**src/rtl/hft_pkg.sv**
```systemverilog
// Shared market-data types for the top-of-book and volatility blocks.
package hft_pkg;

  localparam int PRICE_W = 32;

  typedef enum logic {SIDE_BID = 1'b0, SIDE_ASK = 1'b1} side_e;
  typedef logic [PRICE_W-1:0] price_t;

endpackage

```
**src/rtl/best_price_tracker_tob_regfile.sv**
```systemverilog
// Per-stock top-of-book storage: best bid/ask with presence flags plus the last emitted pair.
module tob_regfile
  import hft_pkg::*;
#(
  parameter int NUM_STOCKS = 4,
  parameter int DATA_WIDTH = 32,
  parameter int ID_W       = 2
) (
  input  logic                  clk,
  input  logic                  rst,
  input  logic [ID_W-1:0]       rd_id,
  output logic [DATA_WIDTH-1:0] rd_bid,
  output logic [DATA_WIDTH-1:0] rd_ask,
  output logic                  rd_bid_vld,
  output logic                  rd_ask_vld,
  output logic [DATA_WIDTH-1:0] rd_last_ask,
  output logic [DATA_WIDTH-1:0] rd_last_bid,
  output logic                  rd_last_vld,
  input  logic                  wr_en,
  input  logic [ID_W-1:0]       wr_id,
  input  side_e                 wr_side,
  input  logic                  wr_clear,
  input  logic [DATA_WIDTH-1:0] wr_price,
  input  logic                  last_set,
  input  logic                  last_clr,
  input  logic [DATA_WIDTH-1:0] last_ask,
  input  logic [DATA_WIDTH-1:0] last_bid
);

  logic [DATA_WIDTH-1:0] bid_q      [NUM_STOCKS];
  logic [DATA_WIDTH-1:0] bid_d      [NUM_STOCKS];
  logic [DATA_WIDTH-1:0] ask_q      [NUM_STOCKS];
  logic [DATA_WIDTH-1:0] ask_d      [NUM_STOCKS];
  logic [DATA_WIDTH-1:0] last_ask_q [NUM_STOCKS];
  logic [DATA_WIDTH-1:0] last_ask_d [NUM_STOCKS];
  logic [DATA_WIDTH-1:0] last_bid_q [NUM_STOCKS];
  logic [DATA_WIDTH-1:0] last_bid_d [NUM_STOCKS];
  logic [NUM_STOCKS-1:0] bid_vld_q, bid_vld_d;
  logic [NUM_STOCKS-1:0] ask_vld_q, ask_vld_d;
  logic [NUM_STOCKS-1:0] last_vld_q, last_vld_d;

  assign rd_bid      = bid_q[rd_id];
  assign rd_ask      = ask_q[rd_id];
  assign rd_bid_vld  = bid_vld_q[rd_id];
  assign rd_ask_vld  = ask_vld_q[rd_id];
  assign rd_last_ask = last_ask_q[rd_id];
  assign rd_last_bid = last_bid_q[rd_id];
  assign rd_last_vld = last_vld_q[rd_id];

  always_comb begin
    bid_d      = bid_q;
    ask_d      = ask_q;
    last_ask_d = last_ask_q;
    last_bid_d = last_bid_q;
    bid_vld_d  = bid_vld_q;
    ask_vld_d  = ask_vld_q;
    last_vld_d = last_vld_q;
    // A clear only drops the presence flag; the stale price is kept.
    if (wr_en) begin
      if (wr_side == SIDE_ASK) begin
        ask_vld_d[wr_id] = !wr_clear;
        if (!wr_clear) ask_d[wr_id] = wr_price;
      end else begin
        bid_vld_d[wr_id] = !wr_clear;
        if (!wr_clear) bid_d[wr_id] = wr_price;
      end
    end
    if (last_set) begin
      last_ask_d[wr_id] = last_ask;
      last_bid_d[wr_id] = last_bid;
      last_vld_d[wr_id] = 1'b1;
    end else if (last_clr) begin
      last_vld_d[wr_id] = 1'b0;
    end
  end

  always_ff @(posedge clk or posedge rst) begin
    if (rst) begin
      for (int i = 0; i < NUM_STOCKS; i++) begin
        bid_q[i]      <= '0;
        ask_q[i]      <= '0;
        last_ask_q[i] <= '0;
        last_bid_q[i] <= '0;
      end
      bid_vld_q  <= '0;
      ask_vld_q  <= '0;
      last_vld_q <= '0;
    end else begin
      bid_q      <= bid_d;
      ask_q      <= ask_d;
      last_ask_q <= last_ask_d;
      last_bid_q <= last_bid_d;
      bid_vld_q  <= bid_vld_d;
      ask_vld_q  <= ask_vld_d;
      last_vld_q <= last_vld_d;
    end
  end

endmodule

```
**src/rtl/best_price_tracker.sv**
```systemverilog
// Per-stock best bid/ask tracker emitting complete, uncrossed, changed pairs to the volatility block.
module best_price_tracker
  import hft_pkg::*;
#(
  parameter int DATA_WIDTH = 32,
  parameter int NUM_STOCKS = 4,
  parameter int CNT_WIDTH  = 16
) (
  input  logic                          i_clk,
  input  logic                          i_reset,
  input  logic                          i_data_valid,
  input  logic [$clog2(NUM_STOCKS)-1:0] i_stock_id,
  input  side_e                         i_side,
  input  logic                          i_clear,
  input  logic [DATA_WIDTH-1:0]         i_price,
  output logic [$clog2(NUM_STOCKS)-1:0] o_stock_id,
  output logic [DATA_WIDTH-1:0]         o_best_ask,
  output logic [DATA_WIDTH-1:0]         o_best_bid,
  output logic                          o_data_valid,
  output logic [CNT_WIDTH-1:0]          o_crossed_count,
  output logic [CNT_WIDTH-1:0]          o_dropped_count
);

  localparam int ID_W = $clog2(NUM_STOCKS);
  localparam logic [ID_W:0] NUM_ID = (ID_W + 1)'(NUM_STOCKS);

  function automatic logic [CNT_WIDTH-1:0] sat_inc(input logic [CNT_WIDTH-1:0] v);
    return (&v) ? v : v + 1'b1;
  endfunction

  logic                  id_ok, accept, drop, emit, crossed;
  logic [DATA_WIDTH-1:0] rd_bid, rd_ask, rd_last_ask, rd_last_bid;
  logic                  rd_bid_vld, rd_ask_vld, rd_last_vld;
  logic [DATA_WIDTH-1:0] cand_bid, cand_ask;
  logic                  cand_bid_vld, cand_ask_vld, changed;

  logic [ID_W-1:0]       stock_id_q, stock_id_d;
  logic [DATA_WIDTH-1:0] best_ask_q, best_ask_d;
  logic [DATA_WIDTH-1:0] best_bid_q, best_bid_d;
  logic                  data_valid_q, data_valid_d;
  logic [CNT_WIDTH-1:0]  crossed_cnt_q, crossed_cnt_d;
  logic [CNT_WIDTH-1:0]  dropped_cnt_q, dropped_cnt_d;

  tob_regfile #(
    .NUM_STOCKS(NUM_STOCKS),
    .DATA_WIDTH(DATA_WIDTH),
    .ID_W      (ID_W)
  ) u_regfile (
    .clk        (i_clk),
    .rst        (i_reset),
    .rd_id      (i_stock_id),
    .rd_bid     (rd_bid),
    .rd_ask     (rd_ask),
    .rd_bid_vld (rd_bid_vld),
    .rd_ask_vld (rd_ask_vld),
    .rd_last_ask(rd_last_ask),
    .rd_last_bid(rd_last_bid),
    .rd_last_vld(rd_last_vld),
    .wr_en      (accept),
    .wr_id      (i_stock_id),
    .wr_side    (i_side),
    .wr_clear   (i_clear),
    .wr_price   (i_price),
    .last_set   (emit),
    .last_clr   (accept && i_clear),
    .last_ask   (cand_ask),
    .last_bid   (cand_bid)
  );

  // Candidate book state is the stored entry with this cycle's update merged in.
  always_comb begin
    id_ok        = {1'b0, i_stock_id} < NUM_ID;
    accept       = i_data_valid && id_ok && (i_clear || (i_price != '0));
    drop         = i_data_valid && !accept;
    cand_bid     = rd_bid;
    cand_ask     = rd_ask;
    cand_bid_vld = rd_bid_vld;
    cand_ask_vld = rd_ask_vld;
    if (accept) begin
      if (i_side == SIDE_ASK) begin
        cand_ask_vld = !i_clear;
        if (!i_clear) cand_ask = i_price;
      end else begin
        cand_bid_vld = !i_clear;
        if (!i_clear) cand_bid = i_price;
      end
    end
    changed = !rd_last_vld || (cand_ask != rd_last_ask) || (cand_bid != rd_last_bid);
    emit    = accept && !i_clear && cand_bid_vld && cand_ask_vld && (cand_ask > cand_bid) && changed;
    crossed = accept && !i_clear && cand_bid_vld && cand_ask_vld && (cand_ask <= cand_bid);
  end

  always_comb begin
    data_valid_d  = emit;
    stock_id_d    = emit ? i_stock_id : stock_id_q;
    best_ask_d    = emit ? cand_ask : best_ask_q;
    best_bid_d    = emit ? cand_bid : best_bid_q;
    crossed_cnt_d = crossed ? sat_inc(crossed_cnt_q) : crossed_cnt_q;
    dropped_cnt_d = drop ? sat_inc(dropped_cnt_q) : dropped_cnt_q;
  end

  always_ff @(posedge i_clk or posedge i_reset) begin
    if (i_reset) begin
      data_valid_q  <= 1'b0;
      stock_id_q    <= '0;
      best_ask_q    <= '0;
      best_bid_q    <= '0;
      crossed_cnt_q <= '0;
      dropped_cnt_q <= '0;
    end else begin
      data_valid_q  <= data_valid_d;
      stock_id_q    <= stock_id_d;
      best_ask_q    <= best_ask_d;
      best_bid_q    <= best_bid_d;
      crossed_cnt_q <= crossed_cnt_d;
      dropped_cnt_q <= dropped_cnt_d;
    end
  end

  assign o_data_valid    = data_valid_q;
  assign o_stock_id      = stock_id_q;
  assign o_best_ask      = best_ask_q;
  assign o_best_bid      = best_bid_q;
  assign o_crossed_count = crossed_cnt_q;
  assign o_dropped_count = dropped_cnt_q;

endmodule

```
**config.mk**
```make
export PLATFORM = sky130hd
export DESIGN_NAME = best_price_tracker
export DESIGN_NICKNAME = d
export VERILOG_FILES = /design/src/rtl/hft_pkg.sv /design/src/rtl/best_price_tracker_tob_regfile.sv /design/src/rtl/best_price_tracker.sv
export SDC_FILE = /design/constraint.sdc
export NUM_CORES = 1
export LEC_CHECK = 0
export ABC_AREA = 1
export CAP_MARGIN = 15
export CORE_MARGIN = 1.5
export CORE_UTILIZATION = 40
export CTS_CLUSTER_SIZE = 24
export DETAILED_ROUTE_END_ITERATION = 12
export GPL_ROUTABILITY_DRIVEN = 0
export MAX_ROUTING_LAYER = met4
export PLACE_DENSITY_LB_ADDON = 0.2
export SYNTH_ARGS = -nofsm -noshare
export SYNTH_HDL_FRONTEND = slang
export SYNTH_HIERARCHICAL = 1
export SYNTH_SLANG_ARGS = --single-unit
```
**constraint.sdc**
```tcl
create_clock -name i_clk -period 49.4 [get_ports i_clk]
set_clock_uncertainty 0.15 [all_clocks]
set_input_delay 7.41 -clock i_clk [delete_from_list [all_inputs] [get_ports i_clk]]
set_output_delay 7.41 -clock i_clk [all_outputs]
set_load 0.03 [all_outputs]
```
-- Word-level counts from Yosys, hierarchy flattened
Cells that the tools add are included.
- add/sub/neg operators: 2
- $lt $le $gt $ge: 6
- equality and inequality tests: 2
- multiplexer cells: 40
- bitwise logic cells: 8
- reductions and logical operators: 27
- operators with widths (operator ; number):
    128-bit bitwise mux ; 4
    32-bit two-way mux ; 15
    32-bit binary-select mux with 2-bit select ; 4
    32-bit demux with 2-bit select ; 1
    32-bit inequality test ; 2
    16-bit by 1-bit adder with 16-bit output (second input constant) ; 2
    32-bit greater-than comparator ; 1
    32-bit less-or-equal comparator ; 1
    16-bit AND reduction ; 2
    32-bit nonzero test ; 1
    1-bit logical AND ; 11
    4-bit bitwise mux ; 2
    1-bit two-way mux ; 8
    4-bit two-way mux ; 2
    2-bit AND reduction ; 4
    1-bit binary-select mux with 2-bit select ; 3
    3-bit AND reduction ; 2
    4-bit AND ; 1
    1-bit inverter ; 4
    4-bit inverter ; 1
    4-bit bitwise OR ; 1
    3-bit greater-or-equal comparator (second input constant) ; 1
    1-bit logical NOT ; 3
    1-bit logical OR ; 3
    other kinds (6) ; 6
- bits in registers: 623
- bits of input ports: 39
- output and inout port bits: 99
- word-level logic and storage cells: 110

-- Longest topological paths before layout
Gate-level depths: netlist of run 1.
- depth in word-level cells: 12
- depth in mapped cells: 33
- gate-level depth less buffers: 27

-- Modules after synthesis
The synthesis of run 1 kept the hierarchy.
- modules (own cells, without submodules) (module ; times used ; cells each ; area an instance (µm²) ; sequential area each (µm²)):
    tob_regfile ; 1 ; 3091 ; 24293.3 ; 13112.6
    best_price_tracker ; 1 ; 1430 ; 8667.1 ; 2477.4

-- Least setup slack after synthesis of run 1
OpenSTA, ideal clock, no wires.
- kind: input to register
- start point: input port i_stock_id[1]
- end point: register u_regfile/last_ask_q[100] in the netlist's numbering
- arrival: 11099 ps
- required time: 49120 ps
- path slack: 38021 ps
- stages: 31
- path buffers: 7
- cell sequence: buf_2 > clkbuf_1 > clkbuf_1 > o211ai_1 > nand2_1 > inv_1 > o21ai_0 > nand2_1 > o21ai_0 > nand3_1 > nand2_1 > inv_1 > ha_1 > a21oi_1 > o21a_1 > o221ai_1 > nand2_1 > o2111ai_1 > nand2_1 > nand2_1 > nand2_1 > nor2_1 > nand2_2 > buf_6 > buf_6 > inv_1 > nand2_1 > buf_2 > clkbuf_1 > nand2_1 > o21ai_0
- elaborated cells on any way between the ends: 45
- classes of those cells: order compare: 3; eq/ne: 2; mux: 31; bitwise: 1; reduce/logical: 8
- RTL lines (item ; RTL line ; source):
    from (decl) ; best_price_tracker.sv:12 ; input logic [$clog2(NUM_STOCKS)-1:0] i_stock_id,
    2-bit inverter with 3-bit output (implied by the code) (*) ; best_price_tracker_tob_regfile.sv:42 ; assign rd_bid = bid_q[rd_id];
    32-bit binary-select mux with 2-bit select (*) ; best_price_tracker_tob_regfile.sv:42 ;
    32-bit two-way mux (implied by the code) (*) (2 in a row) ; best_price_tracker_tob_regfile.sv:42 ;
    named net rd_bid[1] ; best_price_tracker.sv:32 ; logic [DATA_WIDTH-1:0] rd_bid, rd_ask, rd_last_ask, rd_last_bid;
    32-bit two-way mux ; best_price_tracker.sv:85 ; if (!i_clear) cand_bid = i_price;
    32-bit two-way mux ; best_price_tracker.sv:80 ; if (i_side == SIDE_ASK) begin
    32-bit two-way mux (*) ; best_price_tracker.sv:79 ; if (accept) begin
    named net cand_bid[1] ; best_price_tracker.sv:34 ; logic [DATA_WIDTH-1:0] cand_bid, cand_ask;
    32-bit greater-than comparator or 32-bit inequality test (tied branches) ; best_price_tracker.sv:89, best_price_tracker.sv:88 ;
    1-bit logical AND or 1-bit logical OR (tied branches) ; best_price_tracker.sv:89, best_price_tracker.sv:88 ;
    1-bit logical AND (*) ; best_price_tracker.sv:89 ; emit = accept && !i_clear && cand_bid_vld && cand_ask_vld && (cand_ask > cand_bid) && changed;
    named net data_valid_d ; best_price_tracker.sv:40 ; logic data_valid_q, data_valid_d;
    to (signal assigned) ; best_price_tracker_tob_regfile.sv:91 ; last_ask_q <= last_ask_d;
    to (decl) ; best_price_tracker_tob_regfile.sv:34 ; logic [DATA_WIDTH-1:0] last_ask_q [NUM_STOCKS];
Mark *: on every way through the listed nets, which the timed path passes. The rest lies on a longest branch. The select of a mux whose other input is x is not followed.
A chain may end at the register's enable or synchronous reset.

-- Worst setup path in the final report of run 1
- start point: input port i_clear
- end point: register u_regfile/last_ask_q[27] in the netlist's numbering
- elaborated cells on any way between the ends: 24
- classes of those cells: order compare: 1; eq/ne: 2; mux: 11; reduce/logical: 10
- RTL lines (item ; RTL line ; source):
    from (decl) ; best_price_tracker.sv:14 ; input logic i_clear,
    32-bit two-way mux or 1-bit logical OR (tied branches) ; best_price_tracker.sv:85, best_price_tracker.sv:73 ;
    32-bit two-way mux or 1-bit logical AND (tied branches) ; best_price_tracker.sv:80, best_price_tracker.sv:73 ;
    32-bit two-way mux (*) ; best_price_tracker.sv:79 ;
    named net cand_bid[12] ; best_price_tracker.sv:34 ;
    32-bit greater-than comparator or 32-bit inequality test (tied branches) ; best_price_tracker.sv:89, best_price_tracker.sv:88 ;
    1-bit logical AND or 1-bit logical OR (tied branches) ; best_price_tracker.sv:89, best_price_tracker.sv:88 ;
    1-bit logical AND (*) ; best_price_tracker.sv:89 ;
    named net data_valid_d ; best_price_tracker.sv:40 ;
Mark *: on every way through the listed nets, which the timed path passes. The rest lies on a longest branch.

==> insert_results.sql, run 1 <==
INSERT INTO impl_metrics (metric_group, metric, value, unit) VALUES
('sta', 'rsz0062_at_grt', 'false', ''),
('pwr', 'leakage_power_total', '18.9', 'nW'),
('floorplanning', 'num_rows', '105', ''),
('clock_network', 'clock_insertion_delay_worst_skew', '0.63', 'ns'),
('clock_network', 'clock_slew_at_the_register_clock_pins_of_the_worst_setup_and_hold_paths', '0.06', 'ns'),
('route', 'iteration_0_drc_markers', '3476', ''),
('synthesis', 'most_common_library_cells_after_synthesis', '1715 x sky130_fd_sc_hd__nand2_1, 623 x sky130_fd_sc_hd__dfrtp_1, 501 x sky130_fd_sc_hd__inv_1, 466 x sky130_fd_sc_hd__o21ai_0, 239 x sky130_fd_sc_hd__nand3_1', ''),
('outcome', 'outcome', 'completed', ''),
('hold_path', 'min_path_type', 'reg -> reg', ''),
('clock_network', 'cts_sinks', '623', ''),
('setup_path', 'cp.arrival', '14.36', 'ns'),
('setup_path', 'startpoint', 'i_clear', ''),
('route', 'met3WireLength', '8100', 'µm'),
('synthesis', 'synth_edf_count', '0', ''),
('sta', 'post-route-worst-setup-slack', '35.34', 'ns'),
('finish', 'register_area', '15600', 'µm²'),
('clock_network', 'clockBufferDepth', '3', ''),
('synthesis', 'ys_ff_latch', '623', ''),
('floorplanning', 'floorplan.die_area', '84100', 'µm²'),
('sta', 'final_hold_viol_count', '0', ''),
('global_routing', 'grt_antenna_before_repair', '3', ''),
('sta', 'post_route_clock_period_utilization', '0.285', ''),
('global_routing', 'grt_pass1_vias', '27500', ''),
('floorplanning', 'design.core.area', '81800', 'µm²'),
('synthesis', 'synthesis.nets', '4594', ''),
('placement', 'post-dp-hpwl', '69900', 'µm'),
('setup_path', 'critical_path.endpoint_type', 'register', ''),
('route', 'detail_route.wirelength', '108000', 'µm'),
('sta', 'fin_crit', '14.06', 'ns'),
('placement', 'placement_stage_cell_area', '34800', 'µm²'),
('setup_path', 'cp.required', '49.70', 'ns'),
('pwr', 'ir_worst_vdd', '28.2', 'µV'),
('clock_network', 'clock_tree_from_tritoncts', 'yes', ''),
('route', 'drt-wirelength-per-cell', '19.4', 'µm'),
('clock_network', 'cts_post_setup_buffers_inserted', '0', ''),
('placement', 'pre_cts_ws', '34.82', 'ns'),
('synthesis', 'synth_top_cell_area_share', '0.473', ''),
('clock_network', 'number_of_buffers_inserted_during_clock_tree_synthesis', '72', ''),
('hold_path', 'hold_path_startpoint', 'u_regfile/bid_q[120]', ''),
('finish', 'fillers', '8318', ''),
('route', 'antenna_violating_nets_post_route', '0', ''),
('global_routing', 'grt_start_max_net_pins', '211', ''),
('finish', 'non_filler_instance_count_after_layout', '5590', ''),
('finish', 'final_layout_size_suffix_gt1_frac', '0.0427', ''),
('synthesis', 'seq_area_frac_synth', '0.473', ''),
('global_routing', 'groute.usage.overall', '0.265', ''),
('floorplanning', 'die_y', '290', 'µm'),
('route', 'm1WireLength', '49100', 'µm'),
('synthesis', 'syn_avg_cell_area', '7.29', 'µm²'),
('clock_network', 'hold_buffers', '0', ''),
('sta', 'slew-limit-headroom', '0.211', ''),
('finish', 'multiInputGateArea', '14200', 'µm²'),
('setup_path', 'cp-start-kind', 'input pin', ''),
('sta', 'tightest_slew', '1.18', 'ns'),
('global_routing', 'grt_pass1_wl', '169000', 'µm'),
('route', 'vias', '29700', ''),
('synthesis', 'synth_most_common_cell', 'sky130_fd_sc_hd__nand2_1', ''),
('setup_path', 'timing.critical_path.max_delay_family', 'simple AND/OR/NAND/NOR gates', ''),
('setup_path', 'crit_type', 'in -> reg', ''),
('synthesis', 'yosys-top-cells-area', 'sky130_fd_sc_hd__dfrtp_1 47%, sky130_fd_sc_hd__nand2_1 20%, sky130_fd_sc_hd__o21ai_0 7.1%, sky130_fd_sc_hd__inv_1 5.7%, sky130_fd_sc_hd__nand3_1 3.6%', ''),
('route', 'vias_per_instance', '5.32', ''),
('setup_path', 'worst-path-buf-inv', '7', ''),
('route', 'detail_route.drc_violations', '0', ''),
('route', 'met2_wirelength', '47900', 'µm'),
('setup_path', 'timing.critical_path.mode_cell', 'sky130_fd_sc_hd__nand2_1', ''),
('route', 'top_layer_used', 'met4', ''),
('synthesis', 'async_flop_share', '1.00', ''),
('synthesis', 'ys.flop_type', 'sky130_fd_sc_hd__dfrtp_1', ''),
('clock_network', 'htree_num_levels', '3', ''),
('setup_path', 'worstReg2RegStart', 'u_regfile/bid_q[79]', ''),
('floorplanning', 'boundaryPins', '138', '');
## cells by family after synthesis
logic type | share of synthesized area
compound gates | 0.132
xor+xnor | 0.0104
fa+ha+maj | 0.0129
buf+inv | 0.0993
flops | 0.473
mux | 0.000304
simple gates | 0.273
## layout make-up
cell class / instances / area share
inverters: 511 / 0.0520
repair buffers: 183 / 0.0470
clock buffers: 110 / 0.0578
multi-input cells: 3073 / 0.381
well taps: 1070 / 0.0360
flip-flops and latches: 623 / 0.420
clock inverters: 17 / 0.00586
diodes: 3 / 0.000202
## path summary, 6_finish.rpt
| kind | cells after the start | slack, ns | to |
|---|---|---|---|
| max | 27 | 35.34 | u_regfile/last_ask_q[27] |
| min in group asynchronous | 2 | 7.24 | u_regfile/last_ask_q[66] |
| max reg2reg | 28 | 43.70 | u_regfile/last_ask_q[27] |
| max in group asynchronous | 4 | 39.58 | u_regfile/ask_q[4] |
| min reg2reg | 2 | 0.32 | u_regfile/bid_q[120] |
| min | 2 | 0.32 | u_regfile/bid_q[120] |
## placed cells by master, fill, tap and decap left out, types with 2 or more instances in the layout
cell and instances:
sky130_fd_sc_hd__clkbuf_16 73, sky130_fd_sc_hd__a21oi_1 165, sky130_fd_sc_hd__nor4_1 5, sky130_fd_sc_hd__clkbuf_8 18
sky130_fd_sc_hd__clkinv_2 7, sky130_fd_sc_hd__clkinv_1 2, sky130_fd_sc_hd__clkbuf_1 19, sky130_fd_sc_hd__bufinv_16 3
sky130_fd_sc_hd__o21ai_0 466, sky130_fd_sc_hd__nor2_1 85, sky130_fd_sc_hd__ha_1 34, sky130_fd_sc_hd__buf_8 2
sky130_fd_sc_hd__nand3b_1 20, sky130_fd_sc_hd__inv_2 8, sky130_fd_sc_hd__nand3_1 239, sky130_fd_sc_hd__nor2_4 5
sky130_fd_sc_hd__or2_2 2, sky130_fd_sc_hd__inv_1 498, sky130_fd_sc_hd__nand2_2 7, sky130_fd_sc_hd__nand2_4 4
sky130_fd_sc_hd__buf_12 2, sky130_fd_sc_hd__diode_2 3, sky130_fd_sc_hd__o21ai_1 31, sky130_fd_sc_hd__clkdlybuf4s50_1 134
sky130_fd_sc_hd__xor2_1 16, sky130_fd_sc_hd__nand3_2 2, sky130_fd_sc_hd__dfrtp_1 623, sky130_fd_sc_hd__inv_6 4
sky130_fd_sc_hd__nand2_1 1710, sky130_fd_sc_hd__xnor2_1 23, sky130_fd_sc_hd__nand4_1 107, sky130_fd_sc_hd__buf_4 44
sky130_fd_sc_hd__o211ai_1 131, sky130_fd_sc_hd__nor2_2 5, sky130_fd_sc_hd__nor3_1 9
## report_power, final
group | internal [mW] | total [mW] | leakage (nW) | switching (mW)
Combinational | 0.148 | 0.429 | 9.63 | 0.281
Clock | 0.316 | 0.538 | 1.16 | 0.222
Sequential | 0.634 | 0.701 | 8.16 | 0.0676
Total | 1.10 | 1.67 | 18.9 | 0.570
## through the flow
step | power [mW] | hold WS (ns)
floorplan | 0.978 | 0.287
global placement | 1.13 | 0.298
detailed placement | 1.14 | 0.303
CTS | 1.68 | 0.317
global route | 1.77 | 0.335
finish | 1.67 | 0.315
## flip-flops by register name, indices dropped and copies added, names as in the netlist, named ones only
signal,flops
u_regfile/ask_q,128
u_regfile/bid_q,128
u_regfile/last_ask_q,128
u_regfile/last_bid_q,128
o_best_ask,32
o_best_bid,32
o_crossed_count,16
o_dropped_count,16
u_regfile/ask_vld_q,4
u_regfile/bid_vld_q,4
o_stock_id,2
o_data_valid,1
## worst register-to-register path: cells and delay by family (launching register included)
kind / cells / cell delay, ns
adder cells (fa/ha/maj): 1 / 0.38
flip-flops: 1 / 0.34
buffers and inverters: 5 / 1.09
AO/OA/AOI/OAI: 6 / 0.75
AND/OR/NAND/NOR: 16 / 2.84
## metal layers
| layer | up-vias | track usage |
|---|---|---|
| met1 | 14200 | 0.376 |
| li1 | 14300 | - |
| met2 | 1109 | 0.392 |
| met3 | 180 | 0.0375 |
| met4 | 0 | 0.0809 |
| met5 | - | - |
(Power assumes the default switching activity.)
==> inputs of run 2 (changes only) <==
- clock period: 49.4 -> 11.9 ns (I/O delays scaled with it)
==> insert_results.sql, run 2 (same netlist as run 1, synthesis figures left out) <==
INSERT INTO impl_metrics (metric_group, metric, value, unit) VALUES
('clock_network', 'cts_sinks', '623', ''),
('setup_path', 'crit_type', 'in -> reg', ''),
('floorplanning', 'boundaryPins', '138', ''),
('sta', 'final.setup.tns', '0', 'ns'),
('finish', 'layout_commonest_cell', 'sky130_fd_sc_hd__nand2_1', ''),
('finish', 'final_layout_size_suffix_gt1_frac', '0.0444', ''),
('route', 'detail_route.wirelength', '108000', 'µm'),
('route', 'drt-wirelength-per-cell', '19.4', 'µm'),
('pwr', 'leakage_power_total', '19.0', 'nW'),
('finish', 'synth_to_layout_area_growth', '13.0', '%'),
('clock_network', 'clockBufferDepth', '3', ''),
('clock_network', 'clock_tree_from_tritoncts', 'yes', ''),
('clock_network', 'number_of_buffers_inserted_during_clock_tree_synthesis', '74', ''),
('sta', 'final_hold_viol_count', '0', ''),
('setup_path', 'worstReg2RegStart', 'u_regfile/bid_q[81]', ''),
('global_routing', 'grt_pass1_wl', '170000', 'µm'),
('global_routing', 'grt_antenna_before_repair', '6', ''),
('setup_path', 'critical_path.endpoint_type', 'register', ''),
('placement', 'port_buffers', '137', ''),
('floorplanning', 'die_y', '290', 'µm'),
('setup_path', 'cp_max_fo', '79', ''),
('clock_network', 'hold_buffers', '0', ''),
('setup_path', 'startpoint', 'i_price[21]', ''),
('sta', 'achievable-frequency', '116', 'MHz'),
('sta', 'post_route_clock_period_utilization', '0.726', ''),
('sta', 'slew-limit-headroom', '0.235', ''),
('floorplanning', 'initial_core_util', '0.403', ''),
('pwr', 'share_seq_of_total_power', '0.416', ''),
('global_routing', 'groute.usage.overall', '0.266', ''),
('pwr', 'share_of_total_power_in_combinational_logic', '0.255', ''),
('global_routing', 'grt_start_max_net_pins', '175', ''),
('clock_network', 'root_buffer', 'sky130_fd_sc_hd__clkbuf_16', ''),
('clock_network', 'htree_num_levels', '3', ''),
('pwr', 'clkPwrFrac', '0.330', ''),
('hold_path', 'min_path_type', 'reg -> reg', ''),
('sta', 'tightest_slew', '1.15', 'ns'),
('sta', 'rsz0062_at_grt', 'false', ''),
('finish', 'num-nets-final', '4540', ''),
('clock_network', 'clock_insertion_delay_worst_skew', '0.64', 'ns'),
('floorplanning', 'floorplan.die_area', '84100', 'µm²'),
('setup_path', 'worst_r2r_path_depth', '25', ''),
('route', 'vias', '29700', ''),
('route', 'detail_route.drc_violations', '0', ''),
('pwr', 'switching_share', '0.339', ''),
('pwr', 'internal_power', '4.63', 'mW'),
('outcome', 'outcome', 'completed', ''),
('pwr', 'ir_worst_vdd', '152', 'µV'),
('pwr', 'switching_power', '2.37', 'mW'),
('setup_path', 'cp-start-kind', 'input pin', ''),
('job', 'timing.max_cap.violations', '0', ''),
('global_routing', 'grt_pass1_vias', '27400', ''),
('global_routing', 'global_route.overflow_total', '0', ''),
('pwr', 'total_power_density_per_cell_area', '188', 'nW/µm²'),
('finish', 'layout_common_cells', '1710 x sky130_fd_sc_hd__nand2_1, 623 x sky130_fd_sc_hd__dfrtp_1, 498 x sky130_fd_sc_hd__inv_1', ''),
('floorplanning', 'die-width', '290', 'µm'),
('clock_network', 'cts_post_setup_buffers_inserted', '0', ''),
('clock_network', 'clock_slew_at_the_register_clock_pins_of_the_worst_setup_and_hold_paths', '0.06', 'ns'),
('sta', 'fin_crit', '8.64', 'ns'),
('route', 'drtPass1Iterations', '6', ''),
('hold_path', 'worst_hold_path.num_cells', '2', ''),
('setup_path', 'cp.required', '12.20', 'ns'),
('hold_path', 'hold_path_startpoint', 'u_regfile/bid_q[113]', ''),
('finish', 'utilization', '0.455', ''),
('sta', 'report.final.slew_viol_count', '0', ''),
('placement', 'post-dp-hpwl', '69100', 'µm'),
('floorplanning', 'design.core.area', '81800', 'µm²'),
('sta', 'endpoints_failing_setup', '0', ''),
('route', 'iteration_0_drc_markers', '3017', ''),
('route', 'vias_per_instance', '5.30', ''),
('route', 'antenna_violating_nets_post_route', '0', ''),
('setup_path', 'cp.arrival', '8.94', 'ns'),
('clock_network', 'post_cts_resized', '0', ''),
('floorplanning', 'num_rows', '105', '');
## run 2: cell count changes in the layout (fill, tap and decap cells not counted), sizes merged
cell and delta:
clkbuf +6, clkinv +2, diode +3, buf +1
inv -2, clkinvlp +1
## run 2: final timing paths
| kind | slack [ns] | endpoint |
|---|---|---|
| worst max-delay path | 3.26 | u_regfile/last_ask_q[103] |
| worst min-delay path | 0.31 | u_regfile/bid_q[113] |
| worst max register to register | 6.24 | u_regfile/last_ask_q[103] |
| worst min register to register | 0.31 | u_regfile/bid_q[113] |
| max in group asynchronous | 8.00 | u_regfile/bid_q[42] |
| min in group asynchronous | 1.41 | u_regfile/last_bid_q[62] |
## run 2: metrics by stage
step           hold slack [ns]  instance area, µm²  power, mW  setup slack, ns  cells
3_5_place_dp             0.303               34800       4.71             2.73   5461
3_3_place_gp             0.297               34800       4.68             2.85   5461
5_1_grt                  0.333               37300       7.41             2.86   5601
2_1_floorplan            0.287               33000       4.06             2.84   4521
6_report                 0.314               37300       7.00             3.26   5601
4_1_cts                  0.318               37200       7.03             3.35   5595
## run 2: per-layer routing
layer / up-vias / wire length (µm) / GRT usage
met5: - / 0 / -
met4: 0 / 3050 / 0.0765
met3: 183 / 8330 / 0.0446
met2: 1117 / 47300 / 0.388
met1: 14100 / 49700 / 0.380
li1: 14300 / - / -
## run 2: critical path: stages
cell                              delay [ns]
sky130_fd_sc_hd__clkdlybuf4s50_1        0.61
sky130_fd_sc_hd__inv_2                  0.15
sky130_fd_sc_hd__nand2_1                0.07
sky130_fd_sc_hd__nor2_1                 0.31
sky130_fd_sc_hd__nand2_1                0.12
sky130_fd_sc_hd__nor2_1                 0.13
sky130_fd_sc_hd__nand3_2                0.06
sky130_fd_sc_hd__buf_4                  0.32
sky130_fd_sc_hd__nand2_2                0.67
sky130_fd_sc_hd__buf_4                  0.54
sky130_fd_sc_hd__nand2_1                0.18
sky130_fd_sc_hd__nand2_1                0.30
sky130_fd_sc_hd__inv_1                  0.08
sky130_fd_sc_hd__ha_1                   0.32
sky130_fd_sc_hd__a21oi_1                0.16
sky130_fd_sc_hd__nor2_1                 0.05
sky130_fd_sc_hd__o21ai_0                0.20
sky130_fd_sc_hd__a21oi_1                0.11
sky130_fd_sc_hd__a211oi_1               0.21
sky130_fd_sc_hd__nand2_1                0.08
sky130_fd_sc_hd__nand2_1                0.53
sky130_fd_sc_hd__nor2_4                 0.05
sky130_fd_sc_hd__nand2_2                0.09
sky130_fd_sc_hd__inv_1                  0.21
sky130_fd_sc_hd__nand2_4                0.50
sky130_fd_sc_hd__buf_4                  0.73
sky130_fd_sc_hd__o21ai_0                0.21
## run 2: final cells by class
class | count | area, µm²
Fill cell | 8316 | 44600
Clock inverter | 18 | 178
Sequential cell | 623 | 15600
Tap cell | 1070 | 1340
Antenna cell | 6 | 15.0
Timing Repair Buffer | 184 | 1770
Clock buffer | 116 | 2290
Inverter | 511 | 1930
Multi-Input combinational cell | 3073 | 14200
## run 2: power groups by stage
stage	Combinational, mW	Clock [mW]	Sequential [mW]
final	1.78	2.31	2.91
after global routing	2.00	2.43	2.98
after CTS	1.78	2.35	2.91
after detailed placement	1.78	0	2.94
after global placement	1.74	0	2.93
after floorplan	0.967	0	3.09
